<file path="config.mk">
export PLATFORM = sky130hd
export DESIGN_NAME = adder_rr_arbiter
export DESIGN_NICKNAME = d
export VERILOG_FILES = /design/src/rtl/adder_arb_pkg.sv /design/src/rtl/rr_arbiter.sv /design/src/rtl/adder_rr_arbiter.sv
export SDC_FILE = /design/constraint.sdc
export NUM_CORES = 1
export LEC_CHECK = 0
export CAP_MARGIN = 20
export CORE_MARGIN = 2
export CORE_UTILIZATION = 35
export CTS_CLUSTER_SIZE = 14
export DETAILED_ROUTE_END_ITERATION = 12
export PLACE_DENSITY = 0.77
export SLEW_MARGIN = 20
export SYNTH_ARGS = -nofsm -noshare
export SYNTH_HDL_FRONTEND = slang
export SYNTH_SLANG_ARGS = --single-unit
</file>
<file path="constraint.sdc">
create_clock -name clk -period 9.8 [get_ports clk]
set_clock_uncertainty 0.1 [all_clocks]
set_input_delay 1.96 -clock clk [delete_from_list [all_inputs] [get_ports clk]]
set_output_delay 1.96 -clock clk [all_outputs]
set_load 0.1 [all_outputs]
</file>
<file path="src/rtl/adder_arb_pkg.sv">
// Shared types and constants for the round-robin adder arbiter.
// Optional carry chaining is enabled with the ADDARB_CHAIN_EN macro.
package adder_arb_pkg;

  localparam int NREQ_DEF  = 4;
  localparam int WIDTH_DEF = 32;

  function automatic int id_width(input int n);
    return (n > 1) ? $clog2(n) : 1;
  endfunction

  typedef enum logic {
    SLOT_EMPTY = 1'b0,
    SLOT_FULL  = 1'b1
  } slot_state_e;

  // Response register layout at the default widths.
  typedef struct packed {
    logic [id_width(NREQ_DEF)-1:0] id;
    logic [WIDTH_DEF-1:0]          sum;
    logic                          cout;
  } rsp_t;

endpackage

</file>
<file path="src/rtl/rr_arbiter.sv">
// Combinational round-robin grant: the first set request at or after ptr_i,
// searching circularly. gnt_o is forced to zero when en_i is low.
module rr_arbiter
  import adder_arb_pkg::*;
#(
  parameter int NREQ = NREQ_DEF,
  localparam int IDW = id_width(NREQ)
) (
  input  logic [NREQ-1:0] req_i,
  input  logic [IDW-1:0]  ptr_i,
  input  logic            en_i,
  output logic [NREQ-1:0] gnt_o,
  output logic [IDW-1:0]  gnt_idx_o
);

  logic           found;
  logic [IDW-1:0] idx;

  always_comb begin
    gnt_o     = '0;
    gnt_idx_o = '0;
    found     = 1'b0;
    idx       = '0;
    for (int k = 0; k < NREQ; k++) begin
      idx = IDW'((int'(ptr_i) + k) % NREQ);
      if (!found && req_i[idx]) begin
        found     = 1'b1;
        gnt_idx_o = idx;
        gnt_o[idx] = en_i;
      end
    end
  end

endmodule

</file>
<file path="src/rtl/adder_rr_arbiter.sv">
// Round-robin arbiter sharing one WIDTH-bit adder among NREQ requesters, with a
// one-deep tagged response slot. ADDARB_CHAIN_EN adds per-requester stored carries.
module adder_rr_arbiter
  import adder_arb_pkg::*;
#(
  parameter int NREQ  = NREQ_DEF,
  parameter int WIDTH = WIDTH_DEF
) (
  input  logic                        clk,
  input  logic                        rst_n,
  input  logic [NREQ-1:0]             req_valid,
  output logic [NREQ-1:0]             req_ready,
  input  logic [NREQ-1:0][WIDTH-1:0]  req_a,
  input  logic [NREQ-1:0][WIDTH-1:0]  req_b,
  input  logic [NREQ-1:0]             req_cin,
  input  logic [NREQ-1:0]             req_chain,
  output logic                        rsp_valid,
  input  logic                        rsp_ready,
  output logic [$clog2(NREQ)-1:0]     rsp_id,
  output logic [WIDTH-1:0]            rsp_sum,
  output logic                        rsp_cout
);

  localparam int IDW = id_width(NREQ);

  typedef struct packed {
    logic [IDW-1:0]   id;
    logic [WIDTH-1:0] sum;
    logic             cout;
  } slot_t;

  slot_state_e     state_q, state_d;
  slot_t           rsp_q, rsp_d;
  logic [IDW-1:0]  ptr_q, ptr_d;
  logic            can_accept;
  logic            accept;
  logic [NREQ-1:0] gnt;
  logic [IDW-1:0]  gnt_idx;
  logic            cin_eff;
  logic [WIDTH:0]  full_sum;

  // Handshake: a transfer happens on a clock edge where valid & ready; ready never
  // looks at the payload, and a valid side holds its payload until that edge.
  assign can_accept = (state_q == SLOT_EMPTY) || rsp_ready;
  assign req_ready  = gnt;
  assign accept     = |gnt;

  rr_arbiter #(.NREQ(NREQ)) u_arb (
    .req_i     (req_valid),
    .ptr_i     (ptr_q),
    .en_i      (can_accept),
    .gnt_o     (gnt),
    .gnt_idx_o (gnt_idx)
  );

`ifdef ADDARB_CHAIN_EN
  logic [NREQ-1:0] cst_q, cst_d;

  assign cin_eff = req_chain[gnt_idx] ? cst_q[gnt_idx] : req_cin[gnt_idx];

  always_comb begin
    cst_d = cst_q;
    if (accept) cst_d[gnt_idx] = full_sum[WIDTH];
  end
`else
  logic unused_chain;

  assign unused_chain = ^req_chain;
  assign cin_eff      = req_cin[gnt_idx];
`endif

  assign full_sum = {1'b0, req_a[gnt_idx]} + {1'b0, req_b[gnt_idx]} + {{WIDTH{1'b0}}, cin_eff};

  // An accept always wins over a drain, so a simultaneous drain+accept keeps the slot full.
  always_comb begin
    state_d = state_q;
    rsp_d   = rsp_q;
    ptr_d   = ptr_q;
    if (accept) begin
      state_d    = SLOT_FULL;
      rsp_d.id   = gnt_idx;
      rsp_d.sum  = full_sum[WIDTH-1:0];
      rsp_d.cout = full_sum[WIDTH];
      ptr_d      = (gnt_idx == IDW'(NREQ - 1)) ? '0 : gnt_idx + 1'b1;
    end else if (rsp_ready) begin
      state_d = SLOT_EMPTY;
    end
  end

  always_ff @(posedge clk or negedge rst_n) begin
    if (!rst_n) begin
      state_q <= SLOT_EMPTY;
      rsp_q   <= '0;
      ptr_q   <= '0;
`ifdef ADDARB_CHAIN_EN
      cst_q   <= '0;
`endif
    end else begin
      state_q <= state_d;
      rsp_q   <= rsp_d;
      ptr_q   <= ptr_d;
`ifdef ADDARB_CHAIN_EN
      cst_q   <= cst_d;
`endif
    end
  end

  assign rsp_valid = (state_q == SLOT_FULL);
  assign rsp_id    = rsp_q.id;
  assign rsp_sum   = rsp_q.sum;
  assign rsp_cout  = rsp_q.cout;

endmodule

</file>
# --- After elaboration in Yosys (flattened, before gate mapping) ---
# Index checks and enable logic that the tools add are counted.
op_classes:
  addsub: 6
  n_reduce_logical: 13
  n_eq_ne: 1
  n_mux: 39
  bitwise_logic: 2
  n_lt_le_gt_ge: 9
op_table:
  columns: ["op", "n"]
  rows:
  - ["$bmux W32 S2", 2]
  - ["$mux W32", 2]
  - ["$add A32 B32 Y33", 1]
  - ["$add A33 B1 Y33", 1]
  - ["$mux W4", 4]
  - ["$lt A2 B3 Y1 const B", 5]
  - ["$mux W1", 14]
  - ["$bwmux W4", 3]
  - ["$bmux W1 S2", 5]
  - ["$mux W2", 5]
  - ["$demux W1 S2", 4]
  - ["$ge A2 B1 Y1 const B", 4]
  - ["$logic_and A1 B1 Y1", 7]
  - ["$add A2 B1 Y2 const B", 2]
  - ["$add A2 B2 Y2 const B", 2]
  - ["$and A4 B4 Y4", 1]
  - ["$reduce_or A4 Y1", 1]
  - ["$logic_not A1 Y1", 3]
  - ["$eq A2 B2 Y1 const B", 1]
  - ["$reduce_bool A2 Y1", 1]
  - ["$logic_or A1 B1 Y1", 1]
  - ["$not A1 Y1", 1]
word_totals:
  word_cells: 75
  inputBits: 271
  reg_bits: 38

# --- Longest topological paths before layout ---
logic_depth:
  word_depth: 16
  mapped_depth: 20
  mapped_depth_nobuf: 18

# --- Cells and area by module ---
# A second synthesis with hierarchy kept.
unflattened:
  hier_cells: 539
  area_unflattened_um2: 5248.8
by_module_without_submodules:
  columns: ["module", "n_inst", "seq_area_each_um2", "area_each_um2", "cells_per_inst"]
  rows:
  - ["adder_rr_arbiter", 1, 950.9, 4784.6, 488]
  - ["rr_arbiter", 1, 0.0, 464.2, 51]

# --- Worst setup path before layout ---
# Ideal clock, no wire load.
synth_path:
  path_kind: "input -> register"
  start: "input port req_valid[2]"
  end: "register rsp_q (netlist bit rsp_sum[30])"
  n_path_buf: 1
  arrival_time_ns: 6.004
  slack_ns: 3.610
  t_required_ns: 9.613
  setup_ns: 0.087
  path_stages: 18
  path_cell_list: "nand2b_1 -> mux4_2 -> nor2_1 -> nor2_1 -> o31ai_1 -> buf_2 -> mux4_2 -> inv_1 -> fa_1 -> inv_1 -> fa_1 -> a211oi_1 -> o21bai_1 -> o2111ai_1 -> o211ai_1 -> and3_1 -> o2111a_1 -> a211oi_2"
synth_via:
  elab_chain_cells: 16
  word_cells_on_any_way: 37
  classes_between: "add/sub (2); mux (28); reduce/logical (7)"
synth_lines:
  columns: ["item", "line_no", "rtl"]
  rows:
  - ["from (decl)", "adder_rr_arbiter.sv:11", "input logic [NREQ-1:0] req_valid,"]
  - ["$bmux W1 S2", "rr_arbiter.sv:26", "if (!found && req_i[idx]) begin"]
  - ["$mux W1 (implied by the code)", "rr_arbiter.sv:26", null]
  - ["$mux W1", "rr_arbiter.sv:26", null]
  - ["$logic_not A1 Y1", "rr_arbiter.sv:26", null]
  - ["$logic_and A1 B1 Y1", "rr_arbiter.sv:26", null]
  - ["$mux W1", "rr_arbiter.sv:26", null]
  - ["$logic_not A1 Y1", "rr_arbiter.sv:26", null]
  - ["$logic_and A1 B1 Y1", "rr_arbiter.sv:26", null]
  - ["$mux W1", "rr_arbiter.sv:26", null]
  - ["$logic_not A1 Y1", "rr_arbiter.sv:26", null]
  - ["$logic_and A1 B1 Y1", "rr_arbiter.sv:26", null]
  - ["$mux W2", "rr_arbiter.sv:26", null]
  - ["$bmux W32 S2", "adder_rr_arbiter.sv:72", "assign full_sum = {1'b0, req_a[gnt_idx]} + {1'b0, req_b[gnt_idx]} + {{WIDTH{1'b0}}, cin_eff};"]
  - ["$mux W32 (implied by the code)", "adder_rr_arbiter.sv:72", null]
  - ["$add A32 B32 Y33", "adder_rr_arbiter.sv:72", null]
  - ["$add A33 B1 Y33", "adder_rr_arbiter.sv:72", null]
  - ["to (signal assigned)", "adder_rr_arbiter.sv:100", "rsp_q <= rsp_d;"]
  - ["to (decl)", "adder_rr_arbiter.sv:33", "slot_t rsp_q, rsp_d;"]
# Parallel ways exist; a longest one is shown, timed or not. The select of a mux whose other input is x is not followed.
# A chain may end at the register's enable or synchronous reset.

# --- Final worst setup path ---
layout_path:
  start: "input port req_valid[0]"
  end: "output port req_ready[1]"
layout_via:
  elab_chain_cells: 12
  word_cells_on_any_way: 24
  classes_between: "mux (18); reduce/logical (6)"
layout_lines:
  columns: ["item", "line_no", "rtl"]
  rows:
  - ["$bmux W1 S2", "rr_arbiter.sv:26", null]
  - ["$mux W1 (implied by the code)", "rr_arbiter.sv:26", null]
  - ["$mux W1", "rr_arbiter.sv:26", null]
  - ["$logic_not A1 Y1", "rr_arbiter.sv:26", null]
  - ["$logic_and A1 B1 Y1", "rr_arbiter.sv:26", null]
  - ["$mux W1", "rr_arbiter.sv:26", null]
  - ["$logic_not A1 Y1", "rr_arbiter.sv:26", null]
  - ["$logic_and A1 B1 Y1", "rr_arbiter.sv:26", null]
  - ["$mux W1", "rr_arbiter.sv:26", null]
  - ["$logic_not A1 Y1", "rr_arbiter.sv:26", null]
  - ["$logic_and A1 B1 Y1", "rr_arbiter.sv:26", null]
  - ["$mux W4 *", "rr_arbiter.sv:26", null]
  - ["to (decl)", "adder_rr_arbiter.sv:12", "output logic [NREQ-1:0] req_ready,"]
# Every way passes the cells marked *; elsewhere a longest branch is shown, timed or not. The select of a mux whose other input is x is not followed.

==> results.toml <==
[yosys]
syn_area_um2 = 5002
async_flop_share_pct = 100.0
ys_seq_elements = 38
synth_cells = 475
ys_seq_area_share_pct = 19.01
yosysUniqueCellTypes = 58
syn_nets = 783
synth_area_leaders = "mux4_2 (31%), dfrtp_1 (19%), ha_1 (8.8%)"
yosysWarnings = 0
avgSynthCellArea_um2 = 10.53
synth_top_area_share_pct = 30.62
yosys_most_used_dff = "dfrtp_1"
synth_edf_count = 0
yosysTopAreaCell = "mux4_2"

[hold_path]
hold_path_depth = 2
worstHoldEndpoint = "rsp_sum[25]$_DFFE_PN0P_"
holdCritPathClass = "register to register"
hp-start = "rsp_sum[25]$_DFFE_PN0P_"

[detailed_routing]
initialDrtViolationCount = 321
wl_per_cell_um = 18.35
drt-vias-per-instance = 5.593
wl_um = 17360
vias = 5291
drc_errors = 0
ant_nets = 0
dr.pass1.iters = 5

[floorplan]
io_pins = 311
rows = 43
core_area_um2 = 13930
dieArea_um2 = 15260
start_util_pct = 35.90
die_w_um = 123.6
die_h_um = 123.6

[worst_setup_path]
max_stage_delay_ps = 1220
r2r_cells = 19
cp.arrival_ps = 5460
critPathKind = "input port to output pin"
r2r_slack_ps = 3440
cp.required_ps = 7740
crit_fanout = 11
r2r_end = "rsp_sum[30]$_DFFE_PN0P_"
cp-end-kind = "output pin"
critical_path.reg2reg.startpoint = "ptr_q[0]$_DFFE_PN0P_"
crit_buf_inv = 2
critical_path.slowest_cell = "clkdlybuf4s50_1"
cp_common_cell = "clkdlybuf4s50_1"
critPathLaunchType = "input port"
critical_path.startpoint = "req_valid[0]"
crit_chain = "clkdlybuf4s50_1, mux4_2, nor4b_1, a32o_1, clkdlybuf4s50_1"
critical_path.top_delay_family = "buffers and inverters"

[sta]
min_period_ps = 7516
max_freq_mhz = 133.1
finalCritPeriodShare_pct = 76.69
maxSlewViolCount = 0
hold_viol_final = 0
relSlewSlack_pct = 30.68
setup_violations = 0
grt_setup_unrepaired = "no"
tightestPinTransition_ps = 1037
fin_setup_tns_ps = 0

[final_layout]
instances_no_fill = 946
layout-drive-gt1-share_pct = 12.40
antennaDiodeCount = 0
finish.instance_area_um2 = 8364
nNetsFinal = 1073
syn2layout_area_growth_pct = 67.21
nFillCells = 1139

[grt]
grt_pass1_vias = 5713
overflow = 0
track_usage_pct = 22.66
antenna_found_initial = 0
grt_max_degree = 43
grt_first_pass_wirelength_um = 27310

[placement]
post-dp-hpwl_um = 14480
placed_area_um2 = 8194
dp_cells = 938
io_buffers = 306
place_congestion = 0.8319

[clocking]
clk_latency_ps = 280
cts_buffer_depth = 2
cts_resized = 0
cts_tree = "yes"
clock_sinks = 38
clk_pin_slew_ps = 60
numCtsBuffers = 5
postCtsHoldBufs = 0
cts_setup_buffers = 0
root_buffer = "clkbuf_16"
htree_levels = 2

[outcome]
status = "finished, final reports clean"

[flow_run]
cap_violations = 0
==> registers in the layout (all words and copies together), names as in the netlist <==
| register | count |
|---|---|
| rsp_cout | 1 |
| rsp_id | 2 |
| ptr_q | 2 |
| rsp_sum | 32 |
| rsp_valid | 1 |
==> through the flow <==
stage	utilization (%)	setup slack (ps)	hold slack [ps]
2_1_floorplan	-	3610	504.8
3_3_place_gp	58.80	2281	365.0
3_5_place_dp	58.80	2217	383.1
4_1_cts	60.03	2339	396.6
5_1_grt	60.03	2092	419.0
6_report	60.03	2284	387.9
==> Yosys cell counts (9+ instances only) <==
cell type / number
mux4_2: 68
a21oi_1: 40
nor2_1: 40
dfrtp_1: 38
ha_1: 35
nand2_1: 33
o21ai_0: 22
a21o_1: 14
buf_2: 14
inv_1: 14
xor2_1: 12
clkbuf_1: 10
nand2b_1: 10
xnor2_1: 10
o31ai_1: 9
==> worst max path at each step <==
| stage | endpoint | depth (start not counted) | slack [ps] |
|---|---|---|---|
| finish | req_ready[1] | 5 | 2280 |
| global route | rsp_sum[28]$_DFFE_PN0P_ | 19 | 2090 |
| CTS | req_ready[1] | 5 | 2340 |
| detailed placement | rsp_sum[30]$_DFFE_PN0P_ | 19 | 2220 |
| global placement | rsp_sum[30]$_DFFE_PN0P_ | 19 | 2280 |
| floorplan | rsp_sum[30]$_DFFE_PN0P_ | 18 | 3610 |
==> cell families after synthesis <==
group,synth area share [%]
AOI/OAI and AO/OA,19.31
xor gates and xnor gates,3.852
adders and majority gates,9.555
buffers and inverters,4.327
DFF,19.01
muxes,31.59
and+or+nand+nor,12.36
==> final cells by class <==
type	instances	area [um2]	share of cell area, %
multi-input combinational	394	3862	46.18
timing repair buffer	312	3103	37.10
sequential	38	950.9	11.37
tap	180	225.2	2.693
clock buffer	5	125.1	1.496
inverter	14	52.55	0.6283
clock inverter	3	45.04	0.5385
==> layout by cell type, fill, tap and decap left out, types with 6 or more instances in the layout <==
cell	instances
nor2_1	40
o31ai_1	7
xnor2_1	10
nand2_1	33
mux4_2	68
xor2_1	12
nand2b_1	10
clkdlybuf4s50_1	305
inv_1	14
nor3_1	6
a21oi_1	40
ha_1	35
o21ai_0	22
a221o_1	6
dfrtp_1	38
buf_4	6
a21o_1	14
==> layer usage <==
layer	part of all wire [%]	up-vias	wire length, um	GRT usage [%]
met5	0	-	0	0
met4	1.3	0	220	5.469
met3	7.5	19	1301	5.351
met2	54	245	9357	43.89
met1	37	2559	6478	24.52
li1	-	2468	-	-
==> worst reg2reg max path: cells and delay by family, from the launching register on <==
kind,cells,cell delay [ps]
buffers and inverters,4,740
adders and majority gates,3,1070
muxes,2,1200
and+or+nand+nor,2,490
DFF,1,660
AOI/OAI and AO/OA,8,2010
Power is not shown: default switching activity piles up to over one toggle a cycle in this logic, so the estimate is an artifact.
